===== src/rtl/mandel_pkg.sv =====
`default_nettype none
// +----------------------------------------------------------------------+
// | mandel_pkg : shared constants and state encoding for the view mappers |
// | rev 1.0                                                               |
// +----------------------------------------------------------------------+
package mandel_pkg;

  localparam int FP_W_DEF = 32;
  localparam int FRAC_DEF = 24;
  localparam int SCREEN_W = 1024;
  localparam int SCREEN_H = 600;
  localparam int QB_DEF   = 12;
  localparam int X_W      = 11;
  localparam int Y_W      = 10;

  typedef enum logic [2:0] {
    ST_IDLE   = 3'd0,
    ST_DIV_RE = 3'd1,
    ST_DIV_IM = 3'd2,
    ST_FIN    = 3'd3,
    ST_DONE   = 3'd4
  } loc_state_e;

endpackage
`default_nettype wire


===== src/rtl/serial_udiv.sv =====
`default_nettype none
// +----------------------------------------------------------------------+
// | serial_udiv : unsigned restoring divider, one quotient bit per cycle  |
// | rev 1.0                                                               |
// +----------------------------------------------------------------------+
module serial_udiv #(
  parameter int N_W = 33,
  parameter int D_W = 32,
  parameter int QB  = 12
) (
  input  logic           clk,
  input  logic           rst_n,
  input  logic           start,
  input  logic [N_W-1:0] dividend,
  input  logic [D_W-1:0] divisor,
  output logic           busy,
  output logic           done,
  output logic [QB-1:0]  quotient,
  output logic [N_W-1:0] remainder,
  output logic           ovf
);

  localparam int SW = D_W + QB;

  logic [N_W-1:0] r_rem;
  logic [SW-1:0]  r_dsh;
  logic [QB-1:0]  r_q;
  logic [3:0]     r_cnt;
  logic           r_busy;
  logic           r_done;
  logic           r_ovf;

  logic [N_W-1:0] w_rem_src;
  logic [SW-1:0]  w_dsh_src;
  logic [N_W-1:0] w_rem_nxt;
  logic           w_ge;
  logic           w_ovf;

  // The start edge already performs the first iteration, so QB edges total.
  always_comb begin
    w_rem_src = start ? dividend : r_rem;
    w_dsh_src = start ? (SW'(divisor) << (QB - 1)) : r_dsh;
    w_ge      = SW'(w_rem_src) >= w_dsh_src;
    w_rem_nxt = w_ge ? (w_rem_src - w_dsh_src[N_W-1:0]) : w_rem_src;
    w_ovf     = SW'(dividend) >= {divisor, {QB{1'b0}}};
  end

  always_ff @(posedge clk or negedge rst_n) begin
    if (!rst_n) begin
      r_rem  <= '0;
      r_dsh  <= '0;
      r_q    <= '0;
      r_cnt  <= '0;
      r_busy <= 1'b0;
      r_done <= 1'b0;
      r_ovf  <= 1'b0;
    end else if (start) begin
      r_rem  <= w_rem_nxt;
      r_dsh  <= w_dsh_src >> 1;
      r_q    <= {{(QB-1){1'b0}}, w_ge};
      r_cnt  <= 4'd1;
      r_busy <= 1'b1;
      r_done <= 1'b0;
      r_ovf  <= w_ovf;
    end else if (r_busy) begin
      r_rem <= w_rem_nxt;
      r_dsh <= w_dsh_src >> 1;
      r_q   <= {r_q[QB-2:0], w_ge};
      r_cnt <= r_cnt + 4'd1;
      if (r_cnt == 4'(QB - 1)) begin
        r_busy <= 1'b0;
        r_done <= 1'b1;
      end
    end
  end

  assign busy      = r_busy;
  assign done      = r_done;
  assign quotient  = r_q;
  assign remainder = r_rem;
  assign ovf       = r_ovf;

endmodule
`default_nettype wire


===== src/rtl/pixel_locator.sv =====
`default_nettype none
// +----------------------------------------------------------------------+
// | pixel_locator : maps a fixed-point complex point back to a pixel      |
// | rev 1.0                                                               |
// +----------------------------------------------------------------------+
module pixel_locator
  import mandel_pkg::*;
#(
  parameter int FP_W = FP_W_DEF,
  parameter int FRAC = FRAC_DEF,
  parameter int W    = SCREEN_W,
  parameter int H    = SCREEN_H,
  parameter int QB   = QB_DEF
) (
  input  logic                   clk,
  input  logic                   rst_n,
  input  logic                   in_valid,
  output logic                   in_ready,
  input  logic signed [FP_W-1:0] c_re,
  input  logic signed [FP_W-1:0] c_im,
  input  logic signed [FP_W-1:0] center_re,
  input  logic signed [FP_W-1:0] center_im,
  input  logic signed [FP_W-1:0] scale,
  output logic                   out_valid,
  input  logic                   out_ready,
  output logic [X_W-1:0]         x,
  output logic [Y_W-1:0]         y,
  output logic                   in_range,
  output logic                   err_scale
);

  localparam int DW = FP_W + 1;
  localparam int PW = 14;

  if (FRAC >= FP_W || (1 << QB) <= ((W > H ? W : H) / 2) || QB > 15) begin : g_param_check
    $error("pixel_locator: inconsistent FRAC/QB parameters");
  end

  loc_state_e r_state, w_next;

  logic            r_neg_re;
  logic [DW-1:0]   r_dim;
  logic [FP_W-1:0] r_scale;
  logic            r_err;
  logic [QB-1:0]   r_q_re;
  logic            r_nz_re;
  logic            r_ovf_re;

  logic [DW-1:0]   w_dre, w_dim, w_div_a, w_div_rem;
  logic [FP_W-1:0] w_div_b;
  logic [QB-1:0]   w_div_q;
  logic            w_div_start, w_div_busy, w_div_done, w_div_ovf;
  logic [PW-1:0]   w_px, w_py;
  logic            w_x_clip, w_y_clip;
  logic [X_W-1:0]  w_x;
  logic [Y_W-1:0]  w_y;

  function automatic logic [DW-1:0] magnitude(input logic [DW-1:0] d);
    return d[DW-1] ? (~d + 1'b1) : d;
  endfunction

  // Floor toward -inf: a negative offset with a nonzero remainder steps one
  // more pixel down. Overflowed axes are pushed far enough to always clip.
  function automatic logic [PW-1:0] place(input logic neg, input logic ovf,
                                          input logic [QB-1:0] q, input logic nz,
                                          input int half);
    logic [PW-1:0] mag;
    mag = ovf ? PW'(1 << QB) : (PW'(q) + PW'(nz && neg));
    return PW'(half) + (neg ? (~mag + 1'b1) : mag);
  endfunction

  assign w_dre = {c_re[FP_W-1], c_re} - {center_re[FP_W-1], center_re};
  assign w_dim = {c_im[FP_W-1], c_im} - {center_im[FP_W-1], center_im};

  assign w_div_start = ((r_state == ST_IDLE) && in_valid) ||
                       ((r_state == ST_DIV_RE) && w_div_done);
  assign w_div_a     = (r_state == ST_IDLE) ? magnitude(w_dre) : magnitude(r_dim);
  assign w_div_b     = (r_state == ST_IDLE) ? scale : r_scale;

  serial_udiv #(
    .N_W (DW),
    .D_W (FP_W),
    .QB  (QB)
  ) u_div (
    .clk       (clk),
    .rst_n     (rst_n),
    .start     (w_div_start),
    .dividend  (w_div_a),
    .divisor   (w_div_b),
    .busy      (w_div_busy),
    .done      (w_div_done),
    .quotient  (w_div_q),
    .remainder (w_div_rem),
    .ovf       (w_div_ovf)
  );

  always_ff @(posedge clk or negedge rst_n) begin
    if (!rst_n) r_state <= ST_IDLE;
    else        r_state <= w_next;
  end

  always_comb begin
    w_next = r_state;
    case (r_state)
      ST_IDLE:   if (in_valid) w_next = ST_DIV_RE;
      ST_DIV_RE: if (w_div_done && !w_div_busy) w_next = ST_DIV_IM;
      ST_DIV_IM: if (w_div_done && !w_div_busy) w_next = ST_FIN;
      ST_FIN:    w_next = ST_DONE;
      ST_DONE:   if (out_ready) w_next = ST_IDLE;
      default:   w_next = ST_IDLE;
    endcase
  end

  // Imaginary-axis results are read live from the divider during FIN.
  always_comb begin
    w_px     = place(r_neg_re, r_ovf_re, r_q_re, r_nz_re, W / 2);
    w_py     = place(r_dim[DW-1], w_div_ovf, w_div_q, |w_div_rem, H / 2);
    w_x_clip = w_px[PW-1] || (w_px > PW'(W - 1));
    w_y_clip = w_py[PW-1] || (w_py > PW'(H - 1));
    w_x      = w_px[PW-1] ? '0 : (w_x_clip ? X_W'(W - 1) : w_px[X_W-1:0]);
    w_y      = w_py[PW-1] ? '0 : (w_y_clip ? Y_W'(H - 1) : w_py[Y_W-1:0]);
  end

  always_ff @(posedge clk or negedge rst_n) begin
    if (!rst_n) begin
      r_neg_re  <= 1'b0;
      r_dim     <= '0;
      r_scale   <= '0;
      r_err     <= 1'b0;
      r_q_re    <= '0;
      r_nz_re   <= 1'b0;
      r_ovf_re  <= 1'b0;
      x         <= '0;
      y         <= '0;
      in_range  <= 1'b0;
      err_scale <= 1'b0;
    end else begin
      case (r_state)
        ST_IDLE: if (in_valid) begin
          r_neg_re <= w_dre[DW-1];
          r_dim    <= w_dim;
          r_scale  <= scale;
          r_err    <= (scale <= 0);
        end
        ST_DIV_RE: if (w_div_done) begin
          r_q_re   <= w_div_q;
          r_nz_re  <= |w_div_rem;
          r_ovf_re <= w_div_ovf;
        end
        ST_FIN: begin
          x         <= r_err ? '0 : w_x;
          y         <= r_err ? '0 : w_y;
          in_range  <= !r_err && !r_ovf_re && !w_div_ovf && !w_x_clip && !w_y_clip;
          err_scale <= r_err;
        end
        default: ;
      endcase
    end
  end

  assign in_ready  = (r_state == ST_IDLE);
  assign out_valid = (r_state == ST_DONE);

endmodule
`default_nettype wire


===== config.mk =====
export PLATFORM = sky130hd
export DESIGN_NAME = pixel_locator
export DESIGN_NICKNAME = d
export VERILOG_FILES = /design/src/rtl/mandel_pkg.sv /design/src/rtl/serial_udiv.sv /design/src/rtl/pixel_locator.sv
export SDC_FILE = /design/constraint.sdc
export NUM_CORES = 1
export LEC_CHECK = 0
export CAP_MARGIN = 20
export CORE_MARGIN = 4
export CORE_UTILIZATION = 40
export DETAILED_ROUTE_END_ITERATION = 10
export PLACE_DENSITY_LB_ADDON = 0.12
export SETUP_SLACK_MARGIN = 0.3
export SYNTH_ARGS = -nofsm -noshare
export SYNTH_HDL_FRONTEND = slang
export SYNTH_SLANG_ARGS = --single-unit

===== constraint.sdc =====
create_clock -name clk -period 6.2 [get_ports clk]
set_input_delay 0.93 -clock clk [delete_from_list [all_inputs] [get_ports clk]]
set_output_delay 0.93 -clock clk [all_outputs]
set_load 0.05 [all_outputs]

==> summary.txt, run 1 <==
Logic synthesis
  • Synthesized-area fraction occupied by xor and xnor cells: 7.81%
  • Top post-synthesis cells by area: dfrtp_1 27%, ha_1 8.8%, nand2_1 7.6%
  • Number of flops mapped to enable cells by yosys: 0
  • Register area share after synthesis: 27.3%
  • Synth Area in Simple Gates: 22.7%
  • Top cell type's share of synthesized area: 27.3%
  • Largest family of logic cells by synthesized area: compound AO/OA/AOI/OAI gates
  • Most used DFF post-synth: dfrtp_1
  • Number of synthesized register bits: 201
  • Mapped cell area: 0.0184 sq mm
  • Post-Syn Nets: 2682
  • Post-Synthesis Cells: 2385
  • Synth Area in Compound Gates: 23.8%
  • Unique masters post-synth: 82
  • Yosys top cell by area: dfrtp_1
  • Yosys warnings: 0
  • Mapped Avg Cell Area: 7.71 sq um
  • Asr flop ratio synth: 100%
  • Mux cell area share after synthesis: 4.50%
  • Post-Synth Adder-Cell Area: 9.17%

Detailed routing
  • Via count: 19653
  • ANT nets after route: 0
  • Drt total wl: 65700 um
  • Iteration-0 DRC Markers: 1481
  • Vias per inst: 5.51
  • Drt drc: 0
  • Pre-antenna DRT Iters: 5
  • Wire length per cell: 18.4 um

Clocking
  • Reg clk slew, reported paths: 0.06 ns
  • Number of CTS-inserted buffers: 25
  • Max clock buf depth: 3
  • Hold buffer count at cts: 0
  • CTS tree: done
  • H-tree levels: 1
  • Clk root buf: clkbuf_16
  • Worst skew pair latency: 0.57 ns
  • CTS sink cnt: 201

Global route
  • Vias in the first global route: 19509
  • Total grt overflow: 0
  • Tot GR Track Use: 25.6%
  • Initial antenna violation count: 2
  • First-pass GRT wire length: 104000 um
  • Largest net degree at the start of global routing: 103

Timing
  • Final Hold Vio Count: 0
  • Final setup viols: 35
  • Final Worst Setup Slack: -0.301 ns
  • Minimum clock period: 6.50 ns
  • Fmax: 0.154 GHz
  • Fin Clk Skew: 0.0238 ns
  • Relative slew slack: 32.1%
  • Worst Tran Pin Value: 1.01 ns
  • Final Max Slew Viols: 0
  • Unrepaired setup endpoints after global routing: yes
  • Fin crit share: 105%

Die
  • Core Area: 0.0454 sq mm
  • Starting density of the core: 40.5%
  • DIE HEIGHT: 222 um
  • Num ports: 189
  • Die W: 222 um
  • Rows: 78
  • Die footprint: 0.0495 sq mm

Placement
  • DP Cell Count: 3454
  • Area after DPL: 0.0239 sq mm
  • GPL Wtd Cong: 0.969
  • Placement Setup Slack: -1.50 ns
  • IO buf count: 188
  • DPL Wire Length: 51200 um

Setup path
  • Critical Path Sink Type: flip-flop
  • Slowest stage delay, CP: 0.58 ns
  • Critical path peak fanout: 6
  • CP startpoint kind: primary input
  • Setup Crit Path Kind: primary input to flip-flop
  • Req. time, crit path: 6.65 ns
  • WP data arrival: 6.95 ns
  • Slowest-stage cell, CP: or4_4

Pwr
  • Power density over cell area: 504 mW/mm^2
  • Max VDD drop: 261 uV
  • Tot Pwr: 0.0132 W
  • Total leakage power: 11.9 nW

Cells and area
  • Fin nets: 3244
  • Most common cell after layout, fill and taps aside: buf_4
  • Fin util: 57.7%
  • Layout cell share with drive strength beyond 1: 24.2%
  • Final Instance Count excl. Fillers: 3567
  • Commonest non-fill, non-tap cells in the layout: 422 x buf_4, 363 x nand2_1, 200 x dfrtp_1
  • Area grow syn2layout: 42.3%
  • Final non-filler cell area: 0.0262 sq mm

Status
  • Failing checks: setup timing
  • Status: finished with violations

Worst hold path
  • Hold Path Class: primary input to async pin

Job
  • Max Cap Viol: 0
metal layers:
metal	part of all wire (%)	routed length [um]	vias up	track usage [%]
met4	2.9	1890	0	7.50
li1	-	-	9695	-
met3	5.0	3250	103	3.74
met5	0	0	-	0
met1	44	29100	9397	33.9
met2	48	31500	458	43.6
state kept, by name, summed over array words and instances, names as in the netlist, 3 cells and up:
signal and flops:
y 10, u_div.r_cnt 4, r_scale 32, r_q_re 12, r_state 3, u_div.r_dsh 42
x 11, u_div.quotient 12, r_dim 33, u_div.remainder 33
cell families after synthesis:
| kind of cell | Yosys count |
|---|---|
| compound gates | 684 |
| flops | 201 |
| simple gates | 897 |
| buf+inv | 227 |
| mux | 79 |
| xor+xnor | 164 |
| fa+ha+maj | 133 |
worst max-delay path: cells and delay by family:
family	cells	cell delay [ns]
AOI/OAI and AO/OA	9	1.58
xor gates and xnor gates	2	0.39
adders and majority gates	3	0.79
buffers and inverters	5	0.52
muxes	1	0.31
and+or+nand+nor	9	2.41
where the power goes:
part           switching (W)  internal, W  leakage (nW)
Sequential          0.000454      0.00181          2.57
Combinational        0.00492      0.00449          8.94
Clock               0.000615     0.000892         0.414
Total                0.00599      0.00719          11.9
cells in the mapped netlist (8+ instances only):
master,count
xor2_1,64
nand2b_1,30
mux2i_1,52
and2_1,16
o21a_1,28
a211oi_1,28
mux2_2,26
or4_1,10
o31ai_1,25
a31oi_1,33
nor2b_1,18
nand4_1,26
o21ai_1,8
nand3_1,54
ha_1,130
buf_1,12
or3_1,26
o21bai_1,12
inv_1,115
o41ai_1,11
a221o_1,12
xnor2_1,100
o211ai_1,20
dfrtp_1,201
nor2_1,188
clkbuf_1,92
o21ai_0,196
a21oi_1,173
nand2_1,374
nor4_1,39
and3_1,20
a21o_1,51
nor3_1,61
final timing paths:
path,start,to,slack (ns),depth (start not counted)
max,c_re[0],u_div.remainder[31]$_DFFE_PN0P_,-0.30,29
min,rst_n,x[4]$_DFFE_PN0P_,0.44,1
max reg2reg,r_dim[9]$_DFFE_PN0P_,u_div.remainder[31]$_DFFE_PN0P_,0.36,21
min reg2reg,r_scale[10]$_DFFE_PN0P_,r_scale[10]$_DFFE_PN0P_,0.47,2
max in group asynchronous,rst_n,r_scale[0]$_DFFE_PN0P_,4.68,2
min in group clk,r_scale[10]$_DFFE_PN0P_,r_scale[10]$_DFFE_PN0P_,0.47,2
layout make-up:
type | count | area [sq um]
Sequential cell | 201 | 5030
Timing Repair Buffer | 646 | 5500
Multi-Input combinational cell | 1957 | 13600
Fill cell | 4230 | 19200
Clock inverter | 6 | 72.6
Tap cell | 600 | 751
Clock buffer | 39 | 768
Antenna cell | 2 | 5.00
Inverter | 116 | 453
stage by stage:
step,TNS (ns),hold WS [ns]
after floorplan,-10.35,0.445
after global placement,-44.12,0.456
after detailed placement,-49.41,0.461
after CTS,-6.98,0.476
after global routing,-15.88,0.492
final,-7.43,0.439
timing repair:
action / 4_1_cts / 5_1_grt
gates cloned: 0 / 1
resized for setup: 175 / 73
pin swaps: 82 / 60
setup buffers: 51 / 14
setup endpoints to repair: 35 / 35
Note: power is estimated with default switching activity, not from simulation.
==> inputs of run 2 (changes only) <==
--- a/config.mk
+++ b/config.mk
@@ -7,7 +7,7 @@
 export LEC_CHECK = 0
 export CAP_MARGIN = 20
 export CORE_MARGIN = 4
-export CORE_UTILIZATION = 40
+export CORE_UTILIZATION = 30
 export DETAILED_ROUTE_END_ITERATION = 10
 export PLACE_DENSITY_LB_ADDON = 0.12
 export SETUP_SLACK_MARGIN = 0.3
==> run 2 against run 1 <==
The run still ends with setup timing left. Setup slack got worse by 0.010 ns. Sequential cell count did not move. Sequential power barely moved. Critical endpoint is now u_div.remainder[25]$_DFFE_PN0P_. Largest cell class unchanged. Largest power group unchanged.
==> summary.txt, run 2 (synthesis results as in run 1) <==
Global route
  • Initial antenna violation count: 1 (-1)
  • Largest net degree at the start of global routing: 149 (+45%)
  • Total grt overflow: 0 (unchanged)
  • First-pass GRT wire length: 107000 um (+2.9%)
  • Vias in the first global route: 19324 (-0.95%)
  • Tot GR Track Use: 20.0% (-5.6 points)

Die
  • Die footprint: 0.0653 sq mm (+32%)
  • Core Area: 0.0606 sq mm (+33%)
  • Rows: 90 (+15%)
  • Num ports: 189 (unchanged)
  • Starting density of the core: 30.4% (-10 points)
  • DIE HEIGHT: 256 um (+15%)
  • Die W: 256 um (+15%)

Detailed routing
  • ANT nets after route: 0 (unchanged)
  • Drt drc: 0 (unchanged)
  • Vias per inst: 5.19 (-5.7%)
  • Via count: 19450 (-1.0%)
  • Iteration-0 DRC Markers: 1107 (-25%)
  • Pre-antenna DRT Iters: 5 (unchanged)
  • Wire length per cell: 18.2 um (-1.4%)
  • Drt total wl: 68000 um (+3.5%)

Setup path
  • Crit path buf inv count: 9 (+4)
  • WP data arrival: 6.99 ns (+0.04 ns)
  • Critical path peak fanout: 6 (unchanged)
  • Slowest-stage cell, CP: fa_2
  • CP startpoint kind: primary input
  • Req. time, crit path: 6.68 ns (+0.03 ns)
  • Critical Path Sink Type: flip-flop
  • Slowest stage delay, CP: 0.39 ns (-0.19 ns)
  • Setup Crit Path Kind: primary input to flip-flop
  • CP top delay family: compound AO/OA/AOI/OAI gates

Timing
  • Fin crit share: 105% (+0.17 points)
  • Final Worst Setup Slack: -0.312 ns (-0.0104 ns)
  • Unrepaired setup endpoints after global routing: yes
  • Minimum clock period: 6.51 ns (+0.0104 ns)
  • Final setup viols: 34 (-2.9%)
  • Fmax: 0.154 GHz (-0.16%)
  • Final Hold Vio Count: 0 (unchanged)
  • Worst Tran Pin Value: 1.13 ns (+0.124 ns)
  • Relative slew slack: 23.9% (-8.2 points)
  • Fin Clk Skew: 0.0415 ns (+0.0177 ns)
  • Final Max Slew Viols: 0 (unchanged)

Cells and area
  • Layout cell share with drive strength beyond 1: 24.5% (+0.29 points)
  • Most common cell after layout, fill and taps aside: buf_4
  • Commonest non-fill, non-tap cells in the layout: 424 x buf_4, 359 x nand2_1, 200 x dfrtp_1
  • Antenna Cells: 0 (-2)
  • Area grow syn2layout: 44.1%
  • Fin nets: 3240 (-0.12%)
  • Number of flip-flops in the largest register: 42 (unchanged)
  • Top reg by flops: u_div.r_dsh
  • # fillers: 6131 (+45%)

Clocking
  • Clk root buf: clkbuf_16
  • H-tree levels: 1 (unchanged)
  • Worst skew pair latency: 0.60 ns (+0.03 ns)
  • Max clock buf depth: 3 (unchanged)
  • Number of CTS-inserted buffers: 28 (+12%)
  • Hold buffer count at cts: 0 (unchanged)
  • CTS sink cnt: 201 (unchanged)
  • Reg clk slew, reported paths: 0.06 ns (about the same)
  • CTS tree: done

Pwr
  • Power density over cell area: 493 mW/mm^2 (-2.2%)
  • Max VDD drop: 245 uV (-6.1%)
  • Tot Pwr: 0.0131 W (-0.92%)
  • Total leakage power: 12.0 nW (+0.26%)

Placement
  • DPL Wire Length: 53800 um (+5.1%)
  • IO buf count: 188 (unchanged)
  • GPL Wtd Cong: 0.906 (-6.5%)
  • Placement Setup Slack: -1.60 ns (-0.0993 ns)

Job
  • Max Cap Viol: 0 (unchanged)

Status
  • Failing checks: setup timing
  • Status: finished with violations

Worst hold path
  • Hold Path Class: primary input to async pin
run 2: worst reg2reg max path, delay by kind of cell (launching register included):
kind	cells	cell delay (ns)
xor gates and xnor gates	1	0.35
muxes	2	0.47
buffers and inverters	3	0.48
and+or+nand+nor	10	2.45
DFF	1	0.42
adders and majority gates	1	0.23
AOI/OAI and AO/OA	5	1.31
run 2: through the flow:
| stage | setup TNS [ns] | hold WS (ns) | util, % | instance area, sq um | instances |
|---|---|---|---|---|---|
| finish | -6.95 | 0.313 | 43.8 | 26500 | 3745 |
| global route | -14.89 | 0.336 | 43.8 | 26500 | 3745 |
| CTS | -5.33 | 0.306 | 42.9 | 26000 | 3728 |
| detailed placement | -51.51 | 0.461 | 39.9 | 24200 | 3642 |
| global placement | -49.26 | 0.457 | 39.9 | 24200 | 3642 |
| floorplan | -10.35 | 0.445 | - | 18700 | 2385 |
run 2: path summary, 6_finish.rpt:
check / startpoint / endpoint / slack [ns] / cells after the start
setup / recovery: c_re[0] / u_div.remainder[25]$_DFFE_PN0P_ / -0.31 / 33
hold / removal: rst_n / y[0]$_DFFE_PN0P_ / 0.31 / 1
setup reg to reg: r_dim[9]$_DFFE_PN0P_ / u_div.remainder[25]$_DFFE_PN0P_ / 0.40 / 22
hold reg to reg: r_scale[13]$_DFFE_PN0P_ / r_scale[13]$_DFFE_PN0P_ / 0.47 / 2
max in group asynchronous: rst_n / r_dim[2]$_DFFE_PN0P_ / 4.50 / 2
min in group clk: r_scale[13]$_DFFE_PN0P_ / r_scale[13]$_DFFE_PN0P_ / 0.47 / 2
run 2: where the power goes:
group	leakage (nW)	internal [W]	switching, W	total (W)
combinational	8.89	0.00426	0.00473	0.00899
clock	0.497	0.00112	0.000689	0.00181
sequential	2.57	0.00181	0.000459	0.00227
run 2: cell type report:
class                      instances  area (sq um)  area share (%)
multi-input combinational       1957         13600            51.4
timing repair buffer             639          5390            20.3
sequential                       201          5030            19.0
tap                              782           978            3.69
clock buffer                      35           757            2.86
inverter                         116           450            1.70
clock inverter                    15           268            1.01
run 2: repair_timing:
item                                    4_1_cts  5_1_grt
resized for setup                           173       83
pin swaps                                    62       74
buffers inserted                             36       16
endpoints found under the setup margin       35       35
run 2: layer usage:
metal  vias up  track usage, %  share of wire (%)
met5         -               0                  0
met4         0            5.12                2.6
met3        83            2.32                4.0
met2       382            34.5                 48
met1      9298            26.6                 45
li1       9687               -                  -
==> inputs of run 3 (changes only) <==
--- a/config.mk
+++ b/config.mk
@@ -7,7 +7,7 @@
 export LEC_CHECK = 0
 export CAP_MARGIN = 20
 export CORE_MARGIN = 4
-export CORE_UTILIZATION = 30
+export CORE_UTILIZATION = 53
 export DETAILED_ROUTE_END_ITERATION = 10
 export PLACE_DENSITY_LB_ADDON = 0.12
 export SETUP_SLACK_MARGIN = 0.3
==> run 3 against run 2 <==
The run still ends with setup timing left. Cell area is 2.4% lower. Sequential share of layout area increased by 0.47 points. Clock skew decreased by 0.029 ns. Sequential cell count unchanged. Power is 2.7% lower. Sequential power hardly changed. Setup slack improved by 0.084 ns. Non-clock buffer count down 26. Worst hold slack improved by 0.15 ns. Critical endpoint is now u_div.remainder[31]$_DFFE_PN0P_. Highest routed layer is now met5.
==> summary.txt, run 3 (synthesis results as in run 1) <==
Timing
  • Fmax: 0.156 GHz (+1.3%)
  • Fin crit share: 104% (-1.4 points)
  • Worst Tran Pin Value: 0.933 ns (-0.197 ns)
  • Unrepaired setup endpoints after global routing: yes
  • Final setup viols: 32 (-5.9%)
  • Relative slew slack: 37.0% (+13 points)
  • Final Worst Setup Slack: -0.227 ns (+0.0844 ns)
  • Minimum clock period: 6.43 ns (-0.0844 ns)
  • Final Hold Vio Count: 0 (unchanged)
  • Fin Clk Skew: 0.0123 ns (-0.0292 ns)
  • Final Max Slew Viols: 0 (unchanged)

Job
  • Max Cap Viol: 0 (unchanged)

Cells and area
  • # fillers: 2485 (-59%)
  • Fin nets: 3210 (-0.93%)
  • Area grow syn2layout: 40.6%
  • Top reg by flops: u_div.r_dsh
  • Layout cell share with drive strength beyond 1: 24.8% (+0.31 points)
  • Final non-filler cell area: 0.0259 sq mm (-2.4%)
  • Commonest non-fill, non-tap cells in the layout: 397 x buf_4, 356 x nand2_1, 200 x dfrtp_1
  • Number of flip-flops in the largest register: 42 (unchanged)
  • Most common cell after layout, fill and taps aside: buf_4
  • Fin util: 76.4% (+33 points)

Setup path
  • FF-to-FF setup slack: 0.21 ns (-0.19 ns)
  • Critical Path Start: c_re[13]
  • RR Startpoint: r_dim[7]$_DFFE_PN0P_
  • Cells on worst reg2reg path: 22 (unchanged)
  • Critical Path Sink Type: flip-flop
  • CP startpoint kind: primary input
  • Critical path peak fanout: 5 (-1)
  • Reg2reg end: u_div.remainder[31]$_DFFE_PN0P_
  • Setup Crit Path Kind: primary input to flip-flop
  • Req. time, crit path: 6.63 ns (-0.05 ns)
  • Critical Path End: u_div.remainder[31]$_DFFE_PN0P_
  • WP data arrival: 6.86 ns (-0.13 ns)

Detailed routing
  • Pre-antenna DRT Iters: 7 (+2)
  • Drt drc: 0 (unchanged)
  • Vias per inst: 5.99 (+15%)
  • Wire length per cell: 18.9 um (+4.0%)
  • Via count: 20256 (+4.1%)
  • Drt total wl: 63800 um (-6.2%)
  • Iteration-0 DRC Markers: 1568 (+42%)
  • ANT nets after route: 0 (unchanged)

Global route
  • Largest net degree at the start of global routing: 110 (-26%)
  • Tot GR Track Use: 32.0% (+12 points)
  • Total grt overflow: 0 (unchanged)
  • Vias in the first global route: 19770 (+2.3%)
  • First-pass GRT wire length: 101000 um (-6.1%)
  • Initial antenna violation count: 2 (+1)

Clocking
  • Number of CTS-inserted buffers: 24 (-14%)
  • Worst skew pair latency: 0.55 ns (-0.05 ns)
  • Max clock buf depth: 3 (unchanged)
  • H-tree levels: 1 (unchanged)
  • CTS sink cnt: 201 (unchanged)
  • Hold buffer count at cts: 0 (unchanged)
  • CTS tree: done
  • Reg clk slew, reported paths: 0.06 ns (about the same)
  • Clk root buf: clkbuf_16

Pwr
  • Total leakage power: 11.8 nW (-1.6%)
  • Max VDD drop: 315 uV (+29%)
  • Power density over cell area: 491 mW/mm^2 (-0.33%)

Placement
  • IO buf count: 188 (unchanged)
  • Placement Setup Slack: -1.33 ns (+0.272 ns)
  • Area after DPL: 0.0235 sq mm (-2.6%)
  • DPL Wire Length: 48200 um (-10%)
  • GPL Wtd Cong: 0.982 (+8.4%)

Die
  • Starting density of the core: 54.3% (+24 points)
  • Num ports: 189 (unchanged)
  • Die W: 194 um (-24%)
  • DIE HEIGHT: 194 um (-24%)
  • Rows: 67 (-26%)
  • Core Area: 0.0339 sq mm (-44%)
  • Die footprint: 0.0378 sq mm (-42%)

Worst hold path
  • Hold Path Class: primary input to async pin

Status
  • Failing checks: setup timing
  • Status: finished with violations
-- run 3: changes by cell type in the layout (fill, tap and decap cells not counted), moves of 4 or more --
cell / previous run / this run
dlygate4sd2_1: 20 / 29
buf_4: 424 / 397
inv_1: 101 / 95
clkbuf_16: 28 / 24
clkdlybuf4s50_1: 161 / 151
inv_2: 13 / 19
a21oi_2: 23 / 37
a21oi_1: 145 / 130
ha_1: 107 / 103
-- run 3: what timing repair did --
action / 4_1_cts / 5_1_grt
gates cloned: 0 / 1
pin swaps: 98 / 45
endpoints found under the hold margin: 0 / 0
setup buffers: 35 / 16
endpoints found under the setup margin: 35 / 35
gates resized for setup: 214 / 98
-- run 3: worst min path at each step --
stage | startpoint | end | slack (ns) | cells after the start
floorplan | u_div.r_dsh[11]$_DFFE_PN0P_ | u_div.r_dsh[11]$_DFFE_PN0P_ | 0.44 | 2
global placement | r_scale[2]$_DFFE_PN0P_ | r_scale[2]$_DFFE_PN0P_ | 0.46 | 2
detailed placement | r_scale[6]$_DFFE_PN0P_ | r_scale[6]$_DFFE_PN0P_ | 0.46 | 2
CTS | r_scale[6]$_DFFE_PN0P_ | r_scale[6]$_DFFE_PN0P_ | 0.48 | 2
global route | r_scale[6]$_DFFE_PN0P_ | r_scale[6]$_DFFE_PN0P_ | 0.49 | 2
finish | rst_n | x[9]$_DFFE_PN0P_ | 0.46 | 1
-- run 3: per-stage QoR --
stage                     setup TNS [ns]  hold WS [ns]  power (W)  instances
after floorplan                   -10.35         0.445    0.00698       2385
after CTS                          -3.97         0.476     0.0121       3361
after global placement            -38.43         0.457     0.0102       3282
after global routing              -11.84         0.491     0.0136       3379
after detailed placement          -42.31         0.461     0.0103       3283
final                              -3.61         0.464     0.0127       3379
-- run 3: critical path, stage by stage --
cell,delay (ns)
dlygate4sd2_1,0.26
ha_4,0.27
nand4_1,0.23
nor3_1,0.26
o31ai_1,0.09
buf_4,0.15
nand3b_1,0.15
buf_4,0.16
o2111ai_2,0.13
a2111o_1,0.46
or3_4,0.42
o41ai_4,0.40
xor2_1,0.18
o21ai_1,0.09
mux2_4,0.30
ha_4,0.27
nand4_1,0.15
or4_4,0.57
a21oi_2,0.13
nor3_2,0.07
buf_4,0.13
or4_4,0.49
nand2_4,0.14
a21oi_2,0.04
a21o_1,0.15
a211o_1,0.21
-- run 3: layout make-up --
class | count | area (sq um) | share of cell area, %
Antenna cell | 1 | 2.50 | 0.00967
Clock buffer | 34 | 668 | 2.58
Clock inverter | 9 | 134 | 0.517
Inverter | 116 | 450 | 1.74
Multi-Input combinational cell | 1957 | 13800 | 53.5
Sequential cell | 201 | 5030 | 19.4
Tap cell | 448 | 561 | 2.17
Timing Repair Buffer | 613 | 5180 | 20.0
-- run 3: power by group --
part / total [W] / internal (W) / leakage [nW] / switching [W]
combinational: 0.00894 / 0.00413 / 8.81 / 0.00480
clock: 0.00147 / 0.000876 / 0.391 / 0.000596
sequential: 0.00230 / 0.00181 / 2.57 / 0.000492
-- run 3: layer usage --
| layer | vias to the layer above | track usage (%) | share of wire, % |
|---|---|---|---|
| li1 | 9630 | - | - |
| met1 | 9680 | 41.0 | 42 |
| met2 | 774 | 55.0 | 48 |
| met3 | 170 | 4.97 | 6.5 |
| met4 | 2 | 11.4 | 3.8 |
| met5 | - | 0 | 0.020 |
